[src/rtl/tile_lane_ctrl.sv]
`timescale 1ns/10ps
`default_nettype none
// ============================================================================
//  Module   : tile_lane_ctrl
//  Purpose  : Motion and hit controller for one falling piano tile in one
//             lane. Steps the tile once per video frame, judges the lane key,
//             and draws the tile box for the shared VGA DrawX/DrawY scan.
//  Revision : 1.0  initial release
// ============================================================================
module tile_lane_ctrl #(
   parameter logic [9:0]  LANE_X       = 10'd0,
   parameter logic [9:0]  TILE_W       = 10'd100,
   parameter logic [9:0]  TILE_H       = 10'd100,
   parameter logic [10:0] SCREEN_H     = 11'd480,
   parameter logic [10:0] HIT_TOP      = 11'd380,
   parameter logic [3:0]  SPEED        = 4'd2,
   parameter logic [3:0]  FLASH_FRAMES = 4'd8
) (
   input  logic        Clk,
   input  logic        Reset,
   input  logic        frame_clk,
   input  logic        start,
   input  logic        key_press,
   input  logic [9:0]  DrawX,
   input  logic [9:0]  DrawY,
   output logic        ObjectOn,
   output logic [10:0] TileBottom,
   output logic        hit,
   output logic        miss,
   output logic        busy
);

   // Last TileBottom value at which some row of the tile is still on screen.
   localparam logic [10:0] ESCAPE_LIM = SCREEN_H + {1'b0, TILE_H} - 11'd1;

   typedef enum logic [1:0] {
      IDLE  = 2'd0,
      FALL  = 2'd1,
      FLASH = 2'd2
   } state_t;

   state_t      state_q, state_d;
   logic [10:0] tile_bottom_q, tile_bottom_d;
   logic [3:0]  flash_cnt_q, flash_cnt_d;
   logic        hit_q, hit_d;
   logic        miss_q, miss_d;
   logic        frame_prev_q;
   logic        key_prev_q;

   logic        w_tick;
   logic        w_kedge;
   logic [10:0] w_x_off;
   logic        w_x_in;
   logic [11:0] w_y_ext;
   logic [11:0] w_y_top_ext;
   logic [11:0] w_bottom_ext;
   logic        w_y_in;

   assign w_tick  = frame_clk & ~frame_prev_q;
   assign w_kedge = key_press & ~key_prev_q;

   // Edge-detect history for the frame strobe and the lane key.
   always_ff @(posedge Clk) begin
      if (Reset) begin
         frame_prev_q <= 1'b0;
         key_prev_q   <= 1'b0;
      end else begin
         frame_prev_q <= frame_clk;
         key_prev_q   <= key_press;
      end
   end

   // Next-state logic: key judgement takes priority over escape and motion,
   // so a key edge coinciding with a tick is judged on the pre-move position.
   always_comb begin
      state_d       = state_q;
      tile_bottom_d = tile_bottom_q;
      flash_cnt_d   = flash_cnt_q;
      hit_d         = 1'b0;
      miss_d        = 1'b0;
      case (state_q)
         IDLE: begin
            if (start) begin
               state_d       = FALL;
               tile_bottom_d = 11'd0;
            end
         end
         FALL: begin
            if (w_kedge) begin
               if (tile_bottom_q >= HIT_TOP) begin
                  hit_d       = 1'b1;
                  flash_cnt_d = FLASH_FRAMES;
                  state_d     = FLASH;
               end else begin
                  miss_d  = 1'b1;
                  state_d = IDLE;
               end
            end else if (tile_bottom_q > ESCAPE_LIM) begin
               miss_d  = 1'b1;
               state_d = IDLE;
            end else if (w_tick) begin
               tile_bottom_d = tile_bottom_q + {7'd0, SPEED};
            end
         end
         FLASH: begin
            if (w_tick) begin
               if (flash_cnt_q <= 4'd1) begin
                  flash_cnt_d   = 4'd0;
                  tile_bottom_d = 11'd0;
                  state_d       = IDLE;
               end else begin
                  flash_cnt_d = flash_cnt_q - 4'd1;
               end
            end
         end
         default: begin
            state_d = IDLE;
         end
      endcase
   end

   // State, position and pulse registers; reset aborts any tile silently.
   always_ff @(posedge Clk) begin
      if (Reset) begin
         state_q       <= IDLE;
         tile_bottom_q <= 11'd0;
         flash_cnt_q   <= 4'd0;
         hit_q         <= 1'b0;
         miss_q        <= 1'b0;
      end else begin
         state_q       <= state_d;
         tile_bottom_q <= tile_bottom_d;
         flash_cnt_q   <= flash_cnt_d;
         hit_q         <= hit_d;
         miss_q        <= miss_d;
      end
   end

   // Column test: offset wraps large when DrawX is left of the lane.
   assign w_x_off = {1'b0, DrawX} - {1'b0, LANE_X};
   assign w_x_in  = (w_x_off < {1'b0, TILE_W});

   // Row test done as y + TILE_H >= bottom so a partially entered tile never
   // underflows its top edge.
   assign w_y_ext      = {2'b00, DrawY};
   assign w_y_top_ext  = w_y_ext + {2'b00, TILE_H};
   assign w_bottom_ext = {1'b0, tile_bottom_q};
   assign w_y_in       = (w_y_top_ext >= w_bottom_ext) && (w_y_ext < w_bottom_ext);

   assign busy       = (state_q != IDLE);
   assign ObjectOn   = busy & w_x_in & w_y_in;
   assign TileBottom = tile_bottom_q;
   assign hit        = hit_q;
   assign miss       = miss_q;

endmodule
`default_nettype wire

[config.mk]
export PLATFORM = sky130hd
export DESIGN_NAME = tile_lane_ctrl
export DESIGN_NICKNAME = d
export VERILOG_FILES = /design/src/rtl/tile_lane_ctrl.sv
export SDC_FILE = /design/constraint.sdc
export NUM_CORES = 1
export LEC_CHECK = 0
export CAP_MARGIN = 20
export CORE_AREA = 3 3 63 65
export DETAILED_ROUTE_END_ITERATION = 10
export DIE_AREA = 0 0 66 68
export PLACE_DENSITY = 0.74
export SYNTH_ARGS = -nofsm -noshare
export SYNTH_HDL_FRONTEND = slang
export SYNTH_SLANG_ARGS = --single-unit
[constraint.sdc]
create_clock -name Clk -period 2.83 [get_ports Clk]
set_input_delay 0.566 -clock Clk [delete_from_list [all_inputs] [get_ports Clk]]
set_output_delay 0.566 -clock Clk [all_outputs]
set_load 0.02 [all_outputs]
Yosys cells after proc, flatten, opt, wreduce, memory -nomap -nowiden
Cells that the tools add are included.
- add/sub/neg operators: 3
- $lt $le $gt $ge: 6
- equality and inequality tests: 11
- mux-type cells: 23
- bitwise logic cells: 8
- reductions and logical operators: 10
- operators by type and width (kind ; number):
    2-to-1 mux 11 bit ; 6
    case mux 11 bit (3 select lines) ; 1
    2-to-1 mux 4 bit ; 4
    inequality test 2 bit (second input constant) ; 8
    2-to-1 mux 2 bit ; 6
    adder 10 x 7 -> 11 bit (second input constant) ; 1
    adder 11 x 2 -> 11 bit (second input constant) ; 1
    >= comparator 11 bit ; 1
    >= comparator 11 x 9 -> 1 bit (second input constant) ; 1
    > comparator 11 x 10 -> 1 bit (second input constant) ; 1
    < comparator 10 x 11 -> 1 bit ; 1
    < comparator 10 x 7 -> 1 bit (second input constant) ; 1
    case mux 4 bit (2 select lines) ; 1
    AND reduction 4 bit ; 2
    AND reduction 7 bit ; 1
    case mux 2 bit (3 select lines) ; 1
    AND 1 bit ; 4
    <= comparator 4 x 1 -> 1 bit (second input constant) ; 1
    2-to-1 mux 1 bit ; 4
    NOT 1 bit ; 4
    nonzero test 2 bit ; 2
    subtractor 4 x 1 -> 4 bit (second input constant) ; 1
    inequality test 3 bit (second input constant) ; 1
    nonzero test 3 bit ; 1
    6 further kinds ; 6
- flip-flop bits (word level): 21
- input port bits: 25
- word-level logic and storage cells: 68

Longest topological paths before layout
Gate-level depths: netlist of the first run.
- word-level depth: 6
- mapped depth: 10

Worst setup path before layout of the first run
Ideal clock, no wire load.
- kind: input port to output port
- from: input DrawY[2]
- to: output ObjectOn
- arrival time: 2431 ps
- required time: 2264 ps
- setup slack: -167 ps
- cell stages on the path: 9
- path through: ha_1 > a21oi_1 > nand2b_1 > and4_1 > ha_1 > and3_1 > and3_1 > a2111oi_0 > a211oi_1
- cells in the longest elaborated chain, start to end: 4
- elaborated cells between the ends (all ways): 5
- classes of those cells: add/sub: 1; order compare: 2; bitwise: 1; reduce/logical: 1
- ends and longest elaborated chain (what ; line ; text):
    start, declared ; 25 ; input logic [9:0] DrawY,
    adder 10 x 7 -> 11 bit ; 146 ; assign w_y_top_ext = w_y_ext + {2'b00, TILE_H};
    >= comparator 11 bit ; 148 ; assign w_y_in = (w_y_top_ext >= w_bottom_ext) && (w_y_ext < w_bottom_ext);
    logical AND 1 bit * ; 148 ;
    AND 1 bit * ; 151 ; assign ObjectOn = busy & w_x_in & w_y_in;
    end, declared ; 26 ; output logic ObjectOn,
Every way passes the cells marked *; elsewhere a longest branch is shown, timed or not.

Worst setup path after layout of the first run
- from: input DrawY[3]
- to: output ObjectOn
The elaborated chain is that of the path after synthesis.

==> results.md, run 1 <==
Timing:
- Setup repair after global routing could not meet its margin everywhere.
- The worst path setup slack after routing is -0.123 ns.
- The final worst hold slack is about 0.47 ns.
- Subtracting the final worst setup slack from the clock period gives 2.95 ns.
- Setup violations remaining at the end of the flow were counted as 1.
- The final max-slew violation count is 0.
- The slew at the pin with the worst max-slew slack is approximately 1.1 ns.
- The worst relative slew slack is between 20 and 30%.
- The post-route fraction of the period consumed by the critical path is 104%.
- On the final layout, the worst clock skew is 0.00350 ns.
- The fmax is about 340 MHz.
- The count of endpoints failing hold in the final timing report is 0.

Synth:
- The number of register bits inferred by synthesis is 20.
- The number of nets in the synthesized netlist is approximately 240.
- The number of enable flip-flop cells after synthesis is 0.
- The register area share after synthesis is roughly a quarter.
- The number of different library cells used by synthesis comes to between 40 and 50.
- The number of cells produced by synthesis is ~190.
- Yosys printed 0 warnings.
- The area share of the largest cell type after synthesis is approximately a quarter.
- The most used flip-flop cell after synthesis is sky130_fd_sc_hd__dfxtp_1.
- The mean cell area of the mapped netlist is ~8 um2.
- After synthesis, the cell types taking the most area are sky130_fd_sc_hd__dfxtp_1 27%, sky130_fd_sc_hd__ha_1 19%, sky130_fd_sc_hd__o21ai_0 5.6%, sky130_fd_sc_hd__a21oi_1 4.0%, sky130_fd_sc_hd__nor2_1 3.5%.
- Summing every instance area after synthesis gives roughly 0.0015 mm2.
- The biggest area contributor in the post-synthesis netlist is sky130_fd_sc_hd__dfxtp_1.
- The post-synthesis async set-or-reset flop share is 0%.

Global routing:
- Across every metal layer, demand over resource in global routing totals approximately 18%.
- The first-pass GRT wire length is roughly 6400 um.
- The number of antenna violations at the first check in global routing came to 0.
- The total overflow left after global routing is 0.
- The number of global-route vias before repair is roughly 1500.
- Entering global routing, the biggest net connects 13 pins.

Power:
- The leakage power of the design is about 0.9 nW.
- Overall power consumption after layout is estimated at roughly 0.71 mW.
- In this run the power density over the cells is about 300 mW/mm2.
- VDD sags by at most 0.256 mV.

Setup path:
- In this design, the stage delay of the slowest critical-path cell is roughly 0.30 ns.
- STA puts the critical path data arrival time at between 2 and 2.5 ns.
- At the worst endpoint, the required time is approximately 2.3 ns.
- The category of the worst setup path capture point is a primary output.
- The critical path's slowest cell is sky130_fd_sc_hd__ha_1.
- The worst setup path is launched from a primary input.
- The maximum fanout encountered on the critical timing path is 3.
- By startpoint and endpoint, the worst setup path is classified as in -> out.
- The critical path goes through buf_8, ha_4, a21oi_4, nand2b_4, and4_1, ha_1, and3_4, buf_6, a2111oi_4, a211oi_2, buf_4.

Detailed routing:
- The per-cell routed wire length is between 10 and 15 um.
- The number of violations reported at the end of detailed-routing iteration 0 is 47.
- After detailed routing, the number of remaining DRC violations is 0.
- Across all layers, the routed design uses 1555 vias.
- The number of vias per cell is 5.20.
- The number of iterations in the first detailed-routing pass is 4.
- The detailed-route wire length is 3860 um.
- The final antenna-violating net count is 0.

Layout:
- The fraction of layout cells with a size suffix above 1 is between 20% and 30%.
- The antenna diode count is 0.
- Once layout is done, the placed cells without fillers occupy ~0.0023 mm2.
- Relative to the synthesized area, the layout overhead comes to 52.5%.
- Leaving out fill and tap cells, the most frequent cells in the layout are 26 x sky130_fd_sc_hd__clkdlybuf4s50_1, 26 x sky130_fd_sc_hd__buf_4, 22 x sky130_fd_sc_hd__ha_1.
- The final-layout fill cell count is about 280.
- Excluding fillers, the count of instances in the completed layout stands at 299.
- The net count of the finished layout is between 300 and 400.

Floorplanning:
- The floorplan step defined a core boundary enclosing between 0.003 and 0.004 mm2.
- In this run the count of I/O pins placed on the die edge is 40.
- Measured along the y axis, the die boundary spans between 60 and 70 um.
- Row generation in the floorplan step produced 21 rows.
- The initial utilization of the core area, before any placement, comes to around 44%.
- The die covers roughly 0.0045 mm2.
- The horizontal extent of the die is roughly 66 um.

Clock network:
- Buffers inserted during clock tree synthesis total 3.
- Clock-pin slew was measured on the worst setup and hold paths at about 0.11 ns.
- Counting along the longest clock path gives a buffer depth of 2.
- The master cell of the clock root buffer is sky130_fd_sc_hd__clkbuf_4.
- The clock latency reported for the late side of the worst-skew pair is roughly 0.31 ns.
- TritonCTS built the clock tree.
- The H-tree depth is 1.
- The CTS sink count is 20.

Place:
- The count of input and output buffers is 35.
- Routability-driven placement finished with a final weighted congestion of between 0.8 and 0.9.
- The worst setup slack after placement is -1.06 ns.
- Once placement finished, the instance area stood at approximately 0.0021 mm2.
- The HPWL after detailed placement is roughly 3000 um.
- The number of placed instances with taps included is 293.

Outcome:
- The run finished, with violations left.
- The checks that failed: negative setup slack.

Run:
- The max-cap check violation count is 0.

Worst hold path:
- The class of the tightest hold or removal check is reg -> reg.
[logic make-up after synthesis]
| logic type | count (synthesis) | synth area share, % |
|---|---|---|
| AOI/OAI and AO/OA | 50 | 21.0 |
| and+or+nand+nor | 70 | 24.5 |
| muxes | 1 | 0.664 |
| xor gates and xnor gates | 6 | 3.49 |
| buffers and inverters | 17 | 4.48 |
| adders and majority gates | 23 | 19.1 |
| DFF | 20 | 26.6 |
| other | 1 | 0.249 |
[cell usage after synthesis, types with 2 or more instances]
master                      instances
sky130_fd_sc_hd__or3_1              2
sky130_fd_sc_hd__nand3_1            6
sky130_fd_sc_hd__o21ai_0           17
sky130_fd_sc_hd__a31oi_1            2
sky130_fd_sc_hd__or2_2              3
sky130_fd_sc_hd__o31ai_1            4
sky130_fd_sc_hd__a21oi_1           12
sky130_fd_sc_hd__inv_2              2
sky130_fd_sc_hd__a211oi_1           3
sky130_fd_sc_hd__o2111ai_1          2
sky130_fd_sc_hd__ha_1              23
sky130_fd_sc_hd__xor2_1             4
sky130_fd_sc_hd__inv_1             12
sky130_fd_sc_hd__nor2_1            14
sky130_fd_sc_hd__clkbuf_1           2
sky130_fd_sc_hd__nand2_1           13
sky130_fd_sc_hd__and3_1             2
sky130_fd_sc_hd__nor3b_1            2
sky130_fd_sc_hd__dfxtp_1           20
sky130_fd_sc_hd__nand2b_1           6
sky130_fd_sc_hd__nor3_1             8
sky130_fd_sc_hd__nor2b_1            5
sky130_fd_sc_hd__and4_1             2
sky130_fd_sc_hd__xnor2_1            2
sky130_fd_sc_hd__nor4_1             2
[report_power, final]
group	leakage [nW]	internal [mW]	total, mW	switching (mW)
sequential	0.162	0.285	0.287	0.00215
clock	0.0279	0.143	0.235	0.0922
combinational	0.715	0.103	0.186	0.0833
[worst paths after layout]
path / startpoint / end / slack [ns] / cells past startpoint
worst max register to register: flash_cnt_q[0] / TileBottom[9] / 0.61 / 7
worst min-delay path: flash_cnt_q[1] / flash_cnt_q[1] / 0.47 / 2
worst min register to register: flash_cnt_q[1] / flash_cnt_q[1] / 0.47 / 2
worst max-delay path: DrawY[3] / ObjectOn / -0.12 / 11
[cell type report]
| class | count | area (um2) | share of cell area [%] |
|---|---|---|---|
| clock buffer | 3 | 22.5 | 0.979 |
| clock inverter | 1 | 30.0 | 1.31 |
| inverter | 14 | 52.6 | 2.29 |
| multi-input combinational | 151 | 1160 | 50.4 |
| sequential | 20 | 400 | 17.4 |
| tap | 46 | 57.6 | 2.50 |
| timing repair buffer | 64 | 578 | 25.1 |
[per-layer routing]
| metal | vias to the layer above | global-route usage, % | part of all wire, % |
|---|---|---|---|
| li1 | 813 | - | - |
| met4 | 0 | 6.09 | 1.2 |
| met2 | 23 | 34.4 | 53 |
| met5 | - | 0 | 0 |
| met1 | 713 | 20.9 | 43 |
| met3 | 6 | 1.97 | 2.6 |
[flip-flops by register name, summed over array words and instances, names as in the netlist]
signal and cells:
state_q 2, miss 1, TileBottom 10, frame_prev_q 1, hit 1, key_prev_q 1
flash_cnt_q 4
[stage by stage]
stage,setup TNS (ns),util [%]
after floorplan,0,-
after global placement,-0.984,62.5
after detailed placement,-1.06,62.5
after CTS,-0.0785,67.5
after global routing,-0.179,67.8
final,-0.123,67.8
[what timing repair did]
| item | CTS | global route |
|---|---|---|
| hold buffers | 0 | 0 |
| endpoints found under the setup margin | 1 | 1 |
| pin swaps | 14 | 5 |
| resized for setup | 54 | 3 |
| endpoints found under the hold margin | 0 | 0 |
| buffers inserted | 2 | 0 |
[critical path: cells and delay by family]
kind / cells / cell delay [ns]
fa+ha+maj: 2 / 0.46
buf+inv: 3 / 0.38
simple gates: 3 / 0.41
compound gates: 3 / 0.56
No activity file was read; power rests on OpenSTA's default activity.
==> run 2: changes to the inputs <==
--- a/config.mk
+++ b/config.mk
@@ -6,10 +6,11 @@
 export NUM_CORES = 1
 export LEC_CHECK = 0
 export CAP_MARGIN = 20
-export CORE_AREA = 3 3 63 65
+export CORE_AREA = 3 3 66 68
 export DETAILED_ROUTE_END_ITERATION = 10
-export DIE_AREA = 0 0 66 68
-export PLACE_DENSITY = 0.74
+export DIE_AREA = 0 0 69 71
+export PLACE_DENSITY = 0.68
+export SLEW_MARGIN = 10
 export SYNTH_ARGS = -nofsm -noshare
 export SYNTH_HDL_FRONTEND = slang
 export SYNTH_SLANG_ARGS = --single-unit
==> run 2 against run 1 <==
  * The run still ends with negative setup slack left
  * Setup slack lost 0.049 ns
  * Power shrank 6.0%
  * Final area grew 1.7%
  * Sequential power is essentially flat
  * Sequential cell count is the same
  * Worst hold slack is essentially flat
  * Combinational power grew 6%
  * Largest cell class unchanged
  * Largest power group unchanged
  * Highest routed layer unchanged
==> results.md, run 2 (same netlist as run 1, synthesis figures left out) <==
Layout:
- The antenna diode count is 0.
- At the end of the flow, the number of nets in the layout was a little over 300.
- The utilization after layout is between 50 and 60%.
- The final non-filler cell total is ~300.
- The commonest non-fill, non-tap cell in the layout is sky130_fd_sc_hd__clkdlybuf4s50_1.
- Leaving out fill and tap cells, the most frequent cells in the layout are 26 x sky130_fd_sc_hd__clkdlybuf4s50_1, 25 x sky130_fd_sc_hd__buf_4, 20 x sky130_fd_sc_hd__dfxtp_1, 20 x sky130_fd_sc_hd__ha_1, 16 x sky130_fd_sc_hd__o21ai_0.
- The fraction of layout cells with a size suffix above 1 is between 20% and 30%.
- The number of flip-flops in the largest register is 10.
- From synthesis to final layout, the design area changed by 55.2%.

Detailed routing:
- The number of iterations in the first detailed-routing pass is 4.
- In the final routed layout, each cell accounts on average for 12.9 um.
- The final antenna-violating net count is 0.
- The number of violations reported at the end of detailed-routing iteration 0 is 32.
- After detailed routing, the number of vias per cell comes to around 5.1.
- The final routed DRC violation total is 0.
- For this block, the via count after detailed routing is between 1500 and 2000.
- The detailed-route wire length is between 3000 and 4000 um.

Timing:
- The fmax is approximately 330 MHz.
- The count of endpoints failing hold in the final timing report is 0.
- The worst path setup slack after routing is -0.171 ns.
- After layout, the worst path uses 106% of the clock period.
- The final max-slew violation count is 0.
- Setup repair after global routing could not meet its margin everywhere.
- The worst setup skew after layout is 0.00175 ns.
- Setup violations remaining at the end of the flow were counted as 1.
- The clock period minus worst slack is between 3 and 4 ns.

Outcome:
- The run finished, with violations left.
- The checks that failed: negative setup slack.

Global routing:
- Entering global routing, the biggest net connects 12 pins.
- The overflow left after global routing is 0.
- In the global route stage, overall resource usage came out at roughly 16%.
- The number of global-route vias before repair is between 1500 and 2000.
- The number of antenna violations at the first check in global routing is 0.
- The first global-routing pass estimated ~6800 um of wire.

Place:
- The number of placed instances with taps included is 295.
- The count of input and output buffers is 35.
- The final RePlAce weighted congestion is between 0.7 and 0.8.
- Once detailed placement completed, the half-perimeter wirelength came to about 2900 um.

Clock network:
- The number of hold buffers added after cts is 0.
- The CTS buffer count is 3.
- For the worst-skew pair, the clock arrives at the later sink with an insertion delay of 0.25 ns.
- After clock tree synthesis, the clock-pin slew on the worst setup and hold paths is approximately 0.070 ns.
- TritonCTS built the clock tree.
- The CTS sink count is 20.
- The longest clock path from root to sink contains 2 buffers.
- In this run the number of H-tree levels came out at 1.
- The master cell of the clock root buffer is sky130_fd_sc_hd__clkbuf_8.

Setup path:
- The critical setup path kind is in -> out.
- The category of the worst setup path capture point is a primary output.
- The largest single stage delay on the critical path is ~0.36 ns.
- The critical path's slowest cell is sky130_fd_sc_hd__a2111oi_4.
- Data on the critical path arrives at its endpoint at approximately 2.4 ns.
- The startpoint type of the worst setup path is a primary input.
- The maximum fanout encountered on the critical timing path is 3.
- At the worst endpoint, the required time is between 2 and 2.5 ns.
- The signal on the critical path passes through buf_8, ha_4, a21oi_4, nand2b_4, nand2_2, xnor2_2, ha_1, and3_4, buf_6, a2111oi_4, a211oi_2, buf_4.

Power:
- The total power density per cell area is between 200 and 300 mW/mm2.
- The peak ir drop on the vdd network is 0.193 mV.
- For this design the static power due to leakage is roughly 0.91 nW.

Run:
- The max-cap check violation count is 0.

Worst hold path:
- The class of the tightest hold or removal check is reg -> reg.

Floorplanning:
- Row generation in the floorplan step produced 23 rows.
- The horizontal extent of the die is ~69 um.
- In this run the count of I/O pins placed on the die edge is 40.
- The core region is just under 0.004 mm2.
- The die extent in y is 71 um.
- The initial utilization of the core area, before any placement, comes to ~39%.
- The die area is just under 0.005 mm2.
run 2: cell type report:
cell class | instances | area [um2]
Clock buffer | 3 | 41.3
Fill cell | 359 | 1570
Timing Repair Buffer | 64 | 582
Tap cell | 50 | 62.6
Multi-Input combinational cell | 151 | 1200
Sequential cell | 20 | 400
Inverter | 14 | 52.6
run 2: power breakdown:
part	internal [mW]	switching, mW
logic	0.110	0.0875
registers	0.285	0.00203
clock network	0.0946	0.0877
run 2: timing repair:
item,4_1_cts,5_1_grt
endpoints found under the setup margin,1,1
setup buffers,3,2
gates resized for setup,54,9
pin swaps,23,13
run 2: layer usage:
metal / GRT usage, % / vias up / part of all wire [%]
met5: 0 / - / 0
met4: 7.16 / 0 / 2.4
met3: 3.13 / 12 / 3.5
met2: 29.4 / 26 / 51
met1: 18.8 / 703 / 43
li1: - / 809 / -
run 2: critical path: cells and delay by family:
| family | cells | cell delay, ns |
|---|---|---|
| xor gates and xnor gates | 1 | 0.11 |
| adders and majority gates | 2 | 0.42 |
| and+or+nand+nor | 3 | 0.34 |
| AOI/OAI and AO/OA | 3 | 0.62 |
| buffers and inverters | 3 | 0.38 |
run 2: stage by stage:
stage	total power, mW	hold slack (ns)	setup TNS (ns)	setup slack (ns)	cell area, um2
after global routing	0.705	0.500	-0.246	-0.246	2340
after CTS	0.655	0.467	-0.0948	-0.0948	2270
after global placement	0.443	0.450	-0.993	-0.993	2110
final	0.666	0.469	-0.171	-0.171	2340
after detailed placement	0.444	0.458	-1.03	-1.03	2110
after floorplan	0.371	0.439	0	0.00651	1520
run 2: worst paths after layout:
kind / end / depth (start not counted) / slack, ns / startpoint
setup / recovery: ObjectOn / 12 / -0.17 / DrawY[2]
hold / removal: flash_cnt_q[1] / 2 / 0.47 / flash_cnt_q[1]
hold reg to reg: flash_cnt_q[1] / 2 / 0.47 / flash_cnt_q[1]
setup reg to reg: flash_cnt_q[1] / 6 / 0.97 / TileBottom[3]
